[config.mk]
export PLATFORM = sky130hd
export DESIGN_NAME = id_ex_hazard_stage
export DESIGN_NICKNAME = d
export VERILOG_FILES = /design/src/rtl/id_ex_hazard_stage.sv
export SDC_FILE = /design/constraint.sdc
export NUM_CORES = 1
export LEC_CHECK = 0
export ABC_AREA = 1
export CAP_MARGIN = 10
export CORE_MARGIN = 4
export CORE_UTILIZATION = 40
export DETAILED_ROUTE_END_ITERATION = 12
export PLACE_DENSITY = 0.81
export SKIP_LAST_GASP = 1
export SLEW_MARGIN = 0
export SYNTH_ARGS = -nofsm -noshare
export SYNTH_HDL_FRONTEND = slang
export SYNTH_SLANG_ARGS = --single-unit
[constraint.sdc]
create_clock -name clk -period 1.8 [get_ports clk]
set_clock_uncertainty 0.15 [all_clocks]
set_input_delay 0.27 -clock clk [delete_from_list [all_inputs] [get_ports clk]]
set_output_delay 0.27 -clock clk [all_outputs]
set_load 0.01 [all_outputs]
[src/rtl/id_ex_hazard_stage.sv]
// ID/EX pipeline register with load-use / branch-use hazard detection and bubble insertion.
// Optional stall/bubble performance counters are enabled by defining HAZARD_PERF_CNT_EN.
module id_ex_hazard_stage #(
    parameter int DATA_W = 32,
    parameter int CTRL_W = 8
) (
    input  logic              clk,
    input  logic              rst_n,
    input  logic              mem_stall,
    input  logic [4:0]        id_rs,
    input  logic [4:0]        id_rt,
    input  logic [4:0]        id_rd,
    input  logic              id_uses_rt,
    input  logic [5:0]        id_opcode,
    input  logic [3:0]        id_funct4b,
    input  logic              id_regwrite,
    input  logic              id_memread,
    input  logic [CTRL_W-1:0] id_ctrl,
    input  logic [DATA_W-1:0] id_data1,
    input  logic [DATA_W-1:0] id_data2,
    input  logic [DATA_W-1:0] id_imm,
    input  logic              exmem_memread,
    input  logic [4:0]        exmem_rd,
    output logic [4:0]        ex_rs,
    output logic [4:0]        ex_rt,
    output logic [4:0]        ex_rd,
    output logic              ex_regwrite,
    output logic              ex_memread,
    output logic [CTRL_W-1:0] ex_ctrl,
    output logic [DATA_W-1:0] ex_data1,
    output logic [DATA_W-1:0] ex_data2,
    output logic [DATA_W-1:0] ex_imm,
    output logic              hazard_stall
`ifdef HAZARD_PERF_CNT_EN
    ,
    output logic [31:0]       stall_cnt,
    output logic [31:0]       bubble_cnt
`endif
);

    typedef struct packed {
        logic [4:0]        rs;
        logic [4:0]        rt;
        logic [4:0]        rd;
        logic              regwrite;
        logic              memread;
        logic [CTRL_W-1:0] ctrl;
        logic [DATA_W-1:0] data1;
        logic [DATA_W-1:0] data2;
        logic [DATA_W-1:0] imm;
    } ex_t;

    ex_t  ex_q;
    ex_t  ex_d;
    logic branch_use_s;
    logic rt_live_s;
    logic hz_s;
    logic hazard_stall_s;
    logic bubble_s;

    // Register 0 is hard-wired, so it can never be the producer of a hazard.
    function automatic logic src_hit(input logic [4:0] r, input logic [4:0] rs,
                                     input logic [4:0] rt, input logic rt_live);
        return (r != 5'd0) && ((r == rs) || ((r == rt) && rt_live));
    endfunction

    // Decode instructions that resolve in ID and therefore need their sources early.
    always_comb begin
        branch_use_s = 1'b0;
        case (id_opcode)
            6'b000100, 6'b000101: branch_use_s = 1'b1;
            6'b000000:            branch_use_s = (id_funct4b == 4'b1000) || (id_funct4b == 4'b1001);
            default:              branch_use_s = 1'b0;
        endcase
    end

    // Hazard detection against the EX register and the EX/MEM load.
    always_comb begin
        rt_live_s = id_uses_rt | branch_use_s;
        hz_s      = 1'b0;
        if (ex_q.memread && src_hit(ex_q.rd, id_rs, id_rt, rt_live_s)) begin
            hz_s = 1'b1;
        end else if (branch_use_s && ex_q.regwrite && src_hit(ex_q.rd, id_rs, id_rt, rt_live_s)) begin
            hz_s = 1'b1;
        end else if (branch_use_s && exmem_memread && src_hit(exmem_rd, id_rs, id_rt, rt_live_s)) begin
            hz_s = 1'b1;
        end else begin
            hz_s = 1'b0;
        end
        hazard_stall_s = hz_s & ~mem_stall;
        bubble_s       = hz_s & ~mem_stall;
    end

    // Next EX state: freeze, bubble (kill side-effecting fields), or normal capture.
    always_comb begin
        ex_d = ex_q;
        if (mem_stall) begin
            ex_d = ex_q;
        end else begin
            ex_d.rs       = id_rs;
            ex_d.rt       = id_rt;
            ex_d.data1    = id_data1;
            ex_d.data2    = id_data2;
            ex_d.imm      = id_imm;
            if (hz_s) begin
                ex_d.rd       = 5'd0;
                ex_d.regwrite = 1'b0;
                ex_d.memread  = 1'b0;
                ex_d.ctrl     = {CTRL_W{1'b0}};
            end else begin
                ex_d.rd       = id_rd;
                ex_d.regwrite = id_regwrite;
                ex_d.memread  = id_memread;
                ex_d.ctrl     = id_ctrl;
            end
        end
    end

    // ID/EX pipeline register.
    always_ff @(posedge clk or negedge rst_n) begin
        if (!rst_n) begin
            ex_q <= '0;
        end else begin
            ex_q <= ex_d;
        end
    end

    assign ex_rs        = ex_q.rs;
    assign ex_rt        = ex_q.rt;
    assign ex_rd        = ex_q.rd;
    assign ex_regwrite  = ex_q.regwrite;
    assign ex_memread   = ex_q.memread;
    assign ex_ctrl      = ex_q.ctrl;
    assign ex_data1     = ex_q.data1;
    assign ex_data2     = ex_q.data2;
    assign ex_imm       = ex_q.imm;
    assign hazard_stall = hazard_stall_s;

`ifdef HAZARD_PERF_CNT_EN
    logic [31:0] stall_cnt_q;
    logic [31:0] stall_cnt_d;
    logic [31:0] bubble_cnt_q;
    logic [31:0] bubble_cnt_d;

    // Counter increments; both terms already exclude mem_stall so the counters freeze with the pipe.
    always_comb begin
        stall_cnt_d  = stall_cnt_q;
        bubble_cnt_d = bubble_cnt_q;
        if (hazard_stall_s) begin
            stall_cnt_d = stall_cnt_q + 32'd1;
        end else begin
            stall_cnt_d = stall_cnt_q;
        end
        if (bubble_s) begin
            bubble_cnt_d = bubble_cnt_q + 32'd1;
        end else begin
            bubble_cnt_d = bubble_cnt_q;
        end
    end

    // Performance counter registers.
    always_ff @(posedge clk or negedge rst_n) begin
        if (!rst_n) begin
            stall_cnt_q  <= 32'd0;
            bubble_cnt_q <= 32'd0;
        end else begin
            stall_cnt_q  <= stall_cnt_d;
            bubble_cnt_q <= bubble_cnt_d;
        end
    end

    assign stall_cnt  = stall_cnt_q;
    assign bubble_cnt = bubble_cnt_q;
`endif

endmodule

# Yosys cells after proc, flatten, opt, wreduce, memory -nomap -nowiden

Cells that the tools add are included.

Equal/unequal tests: 8
Mux-type cells: 5
Bitwise operators: 3
Reductions and logical operators: 16

Operators by type and width:

| operator           | count |
|---|---|
| $eq 5x5->1         | 4 |
| $mux 15            | 1 |
| $eq 6x3->1 const B | 2 |
| $reduce_bool 5->1  | 2 |
| $logic_and 1x1->1  | 9 |
| $eq 4x4->1 const B | 2 |
| $logic_not 6->1    | 1 |
| $logic_or 1x1->1   | 3 |
| $mux 1             | 3 |
| $pmux 1 s2         | 1 |
| $reduce_or 2->1    | 1 |
| $and 1x1->1        | 1 |
| $not 1->1          | 1 |
| $or 1x1->1         | 1 |

Flip-flop bits (word level): 121
Input port bits: 141
Output and inout bits: 122
Word-level logic and storage cells: 41

# Logic depth before layout (Yosys ltp)

Gate-level depths: netlist of the first run.

Depth after elaboration: 12
Gate-level depth with buffers: 12
Gate-level depth less buffers: 11

# Worst setup path after synthesis of the first run

Ideal clock, no wire load.

Path kind: register -> output
Start point: register ex_q (netlist bit ex_rd[3])
End point: output hazard_stall
Data arrival time: 1,177 ps
Required time: 1,380 ps
Slack: 203 ps
Cell stages (with the launch flop): 11
Buffers on the path: 0
Cell sequence: dfrtp_1 -> inv_2 -> nand2_1 -> nand2_1 -> nor2_1 -> nand2_1 -> nor2_1 -> nand2_1 -> nand2_1 -> nand2_2 -> a21oi_1

Cells in the longest elaborated chain, start to end: 8
Elaborated cells between the ends (all ways): 11
Classes of those cells: eq/ne: 2; mux: 2; bitwise: 1; reduce/logical: 6

RTL lines:

| element                  | RTL line | RTL |
|---|---|---|
| start: declaration       | 53       | `ex_t ex_q;` |
| start signal: assignment | 122      | `ex_q <= '0;` |
| start signal: assignment | 124      | `ex_q <= ex_d;` |
| $eq 5x5->1               | 64       | `return (r != 5'd0) && ((r == rs) \|\| ((r == rt) && rt_live));` |
| $logic_and 1x1->1        | 64       |  |
| $logic_or 1x1->1         | 64       |  |
| $logic_and 1x1->1 (*)    | 64       |  |
| $logic_and 1x1->1        | 83       | `end else if (branch_use_s && ex_q.regwrite && src_hit(ex_q.rd, id_rs, id_rt, rt_live_s)) begin` |
| $mux 1                   | 83       |  |
| $mux 1 (*)               | 81       | `if (ex_q.memread && src_hit(ex_q.rd, id_rs, id_rt, rt_live_s)) begin` |
| $and 1x1->1 (*)          | --       |  |
| end: declaration         | 33       | `output logic hazard_stall` |

Every way passes the cells marked *; elsewhere a longest branch is shown, timed or not.

# Final worst setup path of the first run

Ends and elaborated chain as after synthesis.

==> results.cfg, run 1 <==
[clock_network]
cts_sinks = 121
insertion_delay_ps = 400
cts_made_buffers = 17
root_buffer = clkbuf_16
clockBufferDepth = 2
htreeDepth = 4
cts_tree = built
clk_pin_slew_ps = 50

[floorplan]
core_area_mm2 = 0.01211
die_y_um = 119.5
io-pin-count = 263
row_count = 40
die-area_mm2 = 0.01429
chipWidth_um = 119.5
start_util_pct = 41.07

[power]
total_power_mw = 8.147
p_sw_share_pct = 24.40
leakagePower_nw = 4.249
power_switching_mw = 1.988
clockPowerShare_pct = 42.4
internal_power_mw = 6.159
ir_drop_mv = 0.6073
power_density_mw_per_mm2 = 952.9
p_comb_share_pct = 19.3
seqPwrFrac_pct = 38.4

[critical_path]
cp_data_required_time_ps = 1380
end_kind = primary output
cp-start-kind = flip-flop
path_class = flip-flop to primary output
worst_ep_arrival_time_ps = 1640
critPathMaxFanout = 5

[drt]
wl_per_cell_um = 15.63
wirelength_mm = 16.24
ant_nets = 0
via_per_inst = 4.673
drcViolationCount = 0
drt_iter0_markers = 365
vias = 4855
first_pass_iters = 5

[run_status]
failed_checks = negative setup slack
outcome = finished with violations

[synth]
synthSimpleGateAreaFrac_pct = 28.92
synth_area_leaders = dfrtp_1, nand2_1, o21ai_0, xnor2_1, a21oi_2
yosysTopAreaCellShare_pct = 60.87
ys_seq_area_share_pct = 60.87
synth_edf_count = 0
synth_xor_xnor_area_share_pct = 2.465
synthAdderAreaFrac_pct = 0
yosysWarnings = 0
syn-cell-area_mm2 = 0.004975
synthFlopType = dfrtp_1
postSynthCellCount = 585
avgSynthCellArea_um2 = 8.504
synth_area_leader_cell = dfrtp_1
synth_compound_area_share_pct = 3.571
ys_types = 22
yosys_register_bits = 121
async_flop_share_pct = 100.0
synth_top_family_by_area = simple AND/OR/NAND/NOR gates
muxShareOfSynthArea_pct = 0.4024
syn_nets = 726

[layout]
antenna_cells = 0
final_area_mm2 = 0.008549
drive_gt1_share_pct = 8.266
fillers = 950
finalNetCount = 1001
syn_to_final_growth_pct = 71.86

[place]
place_ws_ps = -653.3
hpwl_mm = 11.71
gp_congestion = 0.8817
io_buffers = 261
place_area_mm2 = 0.007884

[sta]
whs_ps = 183.6
slew_viol_final = 0
rsz0062_at_grt = yes
setup_slack_ps = -259.7
finalCritPeriodShare_pct = 114.4
min_period_ps = 2060
worstMarginPinSlew_ps = 408.3
slew-limit-headroom_pct = 72.78
tns_ps = -259.7
fmax_ghz = 0.4855
hold_viol = 0
setup_violations = 1

[global_routing]
grt_pass1_vias = 5068
grt_max_degree = 94
antenna_found_initial = 0
grt.overflow.total = 0
grtUsageTotal_pct = 22.66
grt_pass1_wl_mm = 25.45

[run]
maxCapViolCount = 0

[hold_path]
hold_path.class = input pin to async pin
## critical path, cell delays in order, from the launching register on
cell     delay [ps]
dfrtp_2         450
xor2_1          150
nor2_1          130
nand4_1         100
nand2_1          90
nand2_2          60
a21oi_2         110
buf_2           140
## area by class of cell
cell class              instances  area (um^2)  area share, %
flip-flops and latches        121         3029          35.43
repair buffers                284         2868          33.54
multi-input cells             420         1778          20.80
clock buffers                  22        484.2          5.664
well taps                     168        210.2          2.459
clock inverters                 8        118.9          1.390
inverters                      16        61.31         0.7171
## cell usage after synthesis, types with 2 or more instances
library cell and instances:
nand2_1 354, dfrtp_1 121, clkbuf_1 16, o21ai_0 16, inv_1 13, nor2_1 11
xnor2_1 8, a21oi_2 7, buf_1 6, xor2_1 6, buf_2 5, nand3_1 4
inv_2 3, nand4_1 3, o21ai_2 3, a21oi_1 2, mux2i_1 2
## kinds of logic after synthesis
group | after synthesis
xor gates and xnor gates | 14
AOI/OAI and AO/OA | 28
and+or+nand+nor | 376
muxes | 2
DFF | 121
buffers and inverters | 44
## cells in the final DEF (no fill, tap or decap), drive strengths merged
master           n
nor4             1
xnor2            8
nand3            4
clkdlybuf4s50  243
xor2             6
nand4            3
clkbuf          22
bufinv           3
mux2i            2
o21ai           19
a21oi            9
inv             15
dlymetal6s2s     9
and2             1
nand2          356
buf             25
dfrtp          121
nor2            11
dlygate4sd2      6
dlygate4sd3      1
clkinv           6
## what timing repair did
action                                  in CTS  in global routing
gates resized for setup                     12                 14
pin swaps                                    0                  2
endpoints found under the setup margin       7                 26
hold buffers                                 1                  0
hold endpoints to repair                    59                  0
buffers inserted                             1                  2
## power groups by stage
stage / clock (mW) / combinational [mW] / sequential [mW]
floorplan: 0 / 0.386 / 3.28
finish: 3.45 / 1.57 / 3.13
detailed placement: 0 / 1.58 / 3.16
global route: 3.64 / 1.70 / 3.15
global placement: 0 / 1.55 / 3.15
CTS: 3.50 / 1.58 / 3.13
## stage by stage
stage / util [%] / cells
2_1_floorplan: - / 585
5_1_grt: 70.59 / 1039
3_3_place_gp: 65.09 / 1005
4_1_cts: 70.18 / 1037
3_5_place_dp: 65.09 / 1005
6_report: 70.59 / 1039
## path summary, 6_finish.rpt
| path | start | to | slack (ps) | cells past startpoint |
|---|---|---|---|---|
| setup / recovery | ex_rd[3]$_DFFE_PN0N_ | hazard_stall | -260 | 7 |
| hold / removal | rst_n | ex_data1[28]$_DFFE_PN0N_ | 180 | 2 |
| setup reg to reg | ex_rd[2]$_DFFE_PN0N_ | ex_ctrl[1]$_DFFE_PN0N_ | 110 | 7 |
| hold reg to reg | ex_data2[22]$_DFFE_PN0N_ | ex_data2[22]$_DFFE_PN0N_ | 320 | 2 |
| max in group asynchronous | rst_n | ex_rd[3]$_DFFE_PN0N_ | 770 | 3 |
| min in group clk | id_imm[7] | ex_imm[7]$_DFFE_PN0N_ | 240 | 3 |
## registers in the layout, indices dropped and copies added, names as in the netlist
signal       cells
ex_data1        32
ex_memread       1
ex_imm          32
ex_ctrl          8
ex_regwrite      1
ex_rs            5
ex_rt            5
ex_data2        32
ex_rd            5
## routing by layer
metal / vias up / GRT usage, % / wire [um]
met1: 2284 / 25.21 / 6150
met2: 211 / 39.02 / 8297
li1: 2327 / - / -
met4: 0 / 8.518 / 415
met5: - / 0 / 0
met3: 33 / 9.189 / 1375
No activity file was read; power rests on OpenSTA's default activity.
==> run 2: changes to the inputs <==
Settings changed: CORE_MARGIN 4 to not set, TNS_END_PERCENT set to 10.
==> run 2 against run 1 <==
  * The flow still finishes with violations (negative setup slack)
  * Power shrank 0.38%
  * Hold slack worse by 20 ps
  * Non-clock buffer count increased by 6
  * Wire length decreased by 7.7%
  * Combinational power hardly changed
  * Fmax fell by 2.4%
  * Final cell count up 0.58%
  * Setup slack worse by 51 ps
  * Sequential cell count unchanged
  * Cell area decreased by 0.16%
  * First-iteration DRC count down 46%
  * Critical path depth unchanged
  * Largest power group unchanged
==> results.cfg, run 2 (same netlist as run 1, synthesis figures left out) <==
[place]
place_ws_ps = -744.3
place_area_mm2 = 0.007919
io_buffers = 261
gp_congestion = 0.8490
hpwl_mm = 11.00

[global_routing]
grtUsageTotal_pct = 24.04
grt_pass1_wl_mm = 23.83
grt_max_degree = 61
antenna_found_initial = 0
grt.overflow.total = 0
grt_pass1_vias = 4961

[floorplan]
chipWidth_um = 113.5
die-area_mm2 = 0.01289
start_util_pct = 41.24
die_y_um = 113.5
row_count = 40
core_area_mm2 = 0.01206
io-pin-count = 263

[drt]
vias = 4820
wl_per_cell_um = 14.34
wirelength_mm = 14.98
drcViolationCount = 0
via_per_inst = 4.612
drt_iter0_markers = 198
ant_nets = 0
first_pass_iters = 5

[clock_network]
cts_tree = built
clockBufferDepth = 2
cts_sinks = 121
htreeDepth = 4
cts_made_buffers = 17
insertion_delay_ps = 400
root_buffer = clkbuf_16
clk_pin_slew_ps = 60

[sta]
tns_ps = -728.0
hold_viol = 0
setup_slack_ps = -311.0
finalCritPeriodShare_pct = 117.3
slew_viol_final = 0
setup_violations = 6
slew-limit-headroom_pct = 59.67
min_period_ps = 2111
rsz0062_at_grt = yes
worstMarginPinSlew_ps = 604.9
fmax_ghz = 0.4737

[layout]
regArea_mm2 = 0.003029
drive_gt1_share_pct = 8.780
syn_to_final_growth_pct = 71.58
mostFrequentLayoutCell = nand2_1
fillers = 919
multiInputGateArea_mm2 = 0.001765
finalNetCount = 1007
layout_common_cells = nand2_1, clkdlybuf4s50_1, dfrtp_1, buf_4, clkbuf_16
antenna_cells = 0
final_area_mm2 = 0.008536

[critical_path]
end_kind = primary output
rrSetupSlack_ps = 10
cp-start-kind = flip-flop
worstReg2RegStart = ex_rd[4]$_DFFE_PN0N_
cp_data_required_time_ps = 1380
r2r_cells = 8
reg2reg_to = ex_ctrl[7]$_DFFE_PN0N_
worst_ep_arrival_time_ps = 1690
critPathMaxFanout = 3
path_class = flip-flop to primary output

[power]
ir_drop_mv = 0.4864
leakagePower_nw = 4.156
power_density_mw_per_mm2 = 950.9

[hold_path]
hold_path.class = input pin to async pin

[run]
maxCapViolCount = 0

[run_status]
failed_checks = negative setup slack
outcome = finished with violations
## run 2: changes by cell type in the layout (fill, tap and decap cells not counted), moves of 3 or more
cell             delta
o21ai_0             +3
buf_4               +8
clkdlybuf4s50_1    +14
o21ai_1             -3
dlygate4sd2_1       -6
dlymetal6s2s_1      -8
## run 2: layout make-up
cell class | count | share of cell area (%)
repair buffers | 290 | 33.69
inverters | 16 | 0.7183
multi-input cells | 420 | 20.68
flip-flops and latches | 121 | 35.49
well taps | 168 | 2.463
clock buffers | 22 | 5.556
clock inverters | 8 | 1.407
## run 2: critical path: stages (launching register included)
cell     delay, ps
dfrtp_1        410
buf_4          160
xnor2_1        130
nand4_1        140
nand2_2        120
nand2_2         70
a21oi_2        120
buf_2          150
## run 2: routing by layer
metal	routed length (um)	global-route usage, %	vias to the layer above
met4	518	12.89	0
met3	1045	6.642	38
li1	-	-	2338
met2	7476	40.93	189
met5	0	0	-
met1	5941	27.57	2255
## run 2: worst max path at each step
stage                    startpoint            to  slack [ps]  cells past startpoint
2_1_floorplan  ex_rd[3]$_DFFE_PN0N_  hazard_stall         200                     10
3_3_place_gp               id_rt[3]  hazard_stall        -670                     12
3_5_place_dp               id_rt[3]  hazard_stall        -740                     12
4_1_cts        ex_rd[3]$_DFFE_PN0N_  hazard_stall        -310                     11
5_1_grt        ex_rd[4]$_DFFE_PN0N_  hazard_stall        -440                     11
6_report       ex_rd[4]$_DFFE_PN0N_  hazard_stall        -310                      7
## run 2: metrics by stage
stage | power [mW] | hold WS, ps | cells | util [%]
2_1_floorplan | 3.662 | -175.6 | 585 | -
3_3_place_gp | 4.701 | 45.81 | 1013 | 65.65
3_5_place_dp | 4.743 | 48.71 | 1013 | 65.65
4_1_cts | 8.183 | 165.5 | 1045 | 70.73
5_1_grt | 8.461 | 185.2 | 1045 | 70.77
6_report | 8.116 | 163.3 | 1045 | 70.77
## run 2: where the power goes
group	internal, mW	leakage [nW]	switching, mW
Combinational	0.906	2.40	0.671
Sequential	2.97	1.47	0.152
Clock	2.26	0.288	1.15
## run 2: repair_timing
action	CTS	global route
pin swaps	0	1
gates resized for setup	6	2
hold buffers	1	0
setup endpoints to repair	8	25
hold endpoints to repair	98	0
setup buffers	1	0
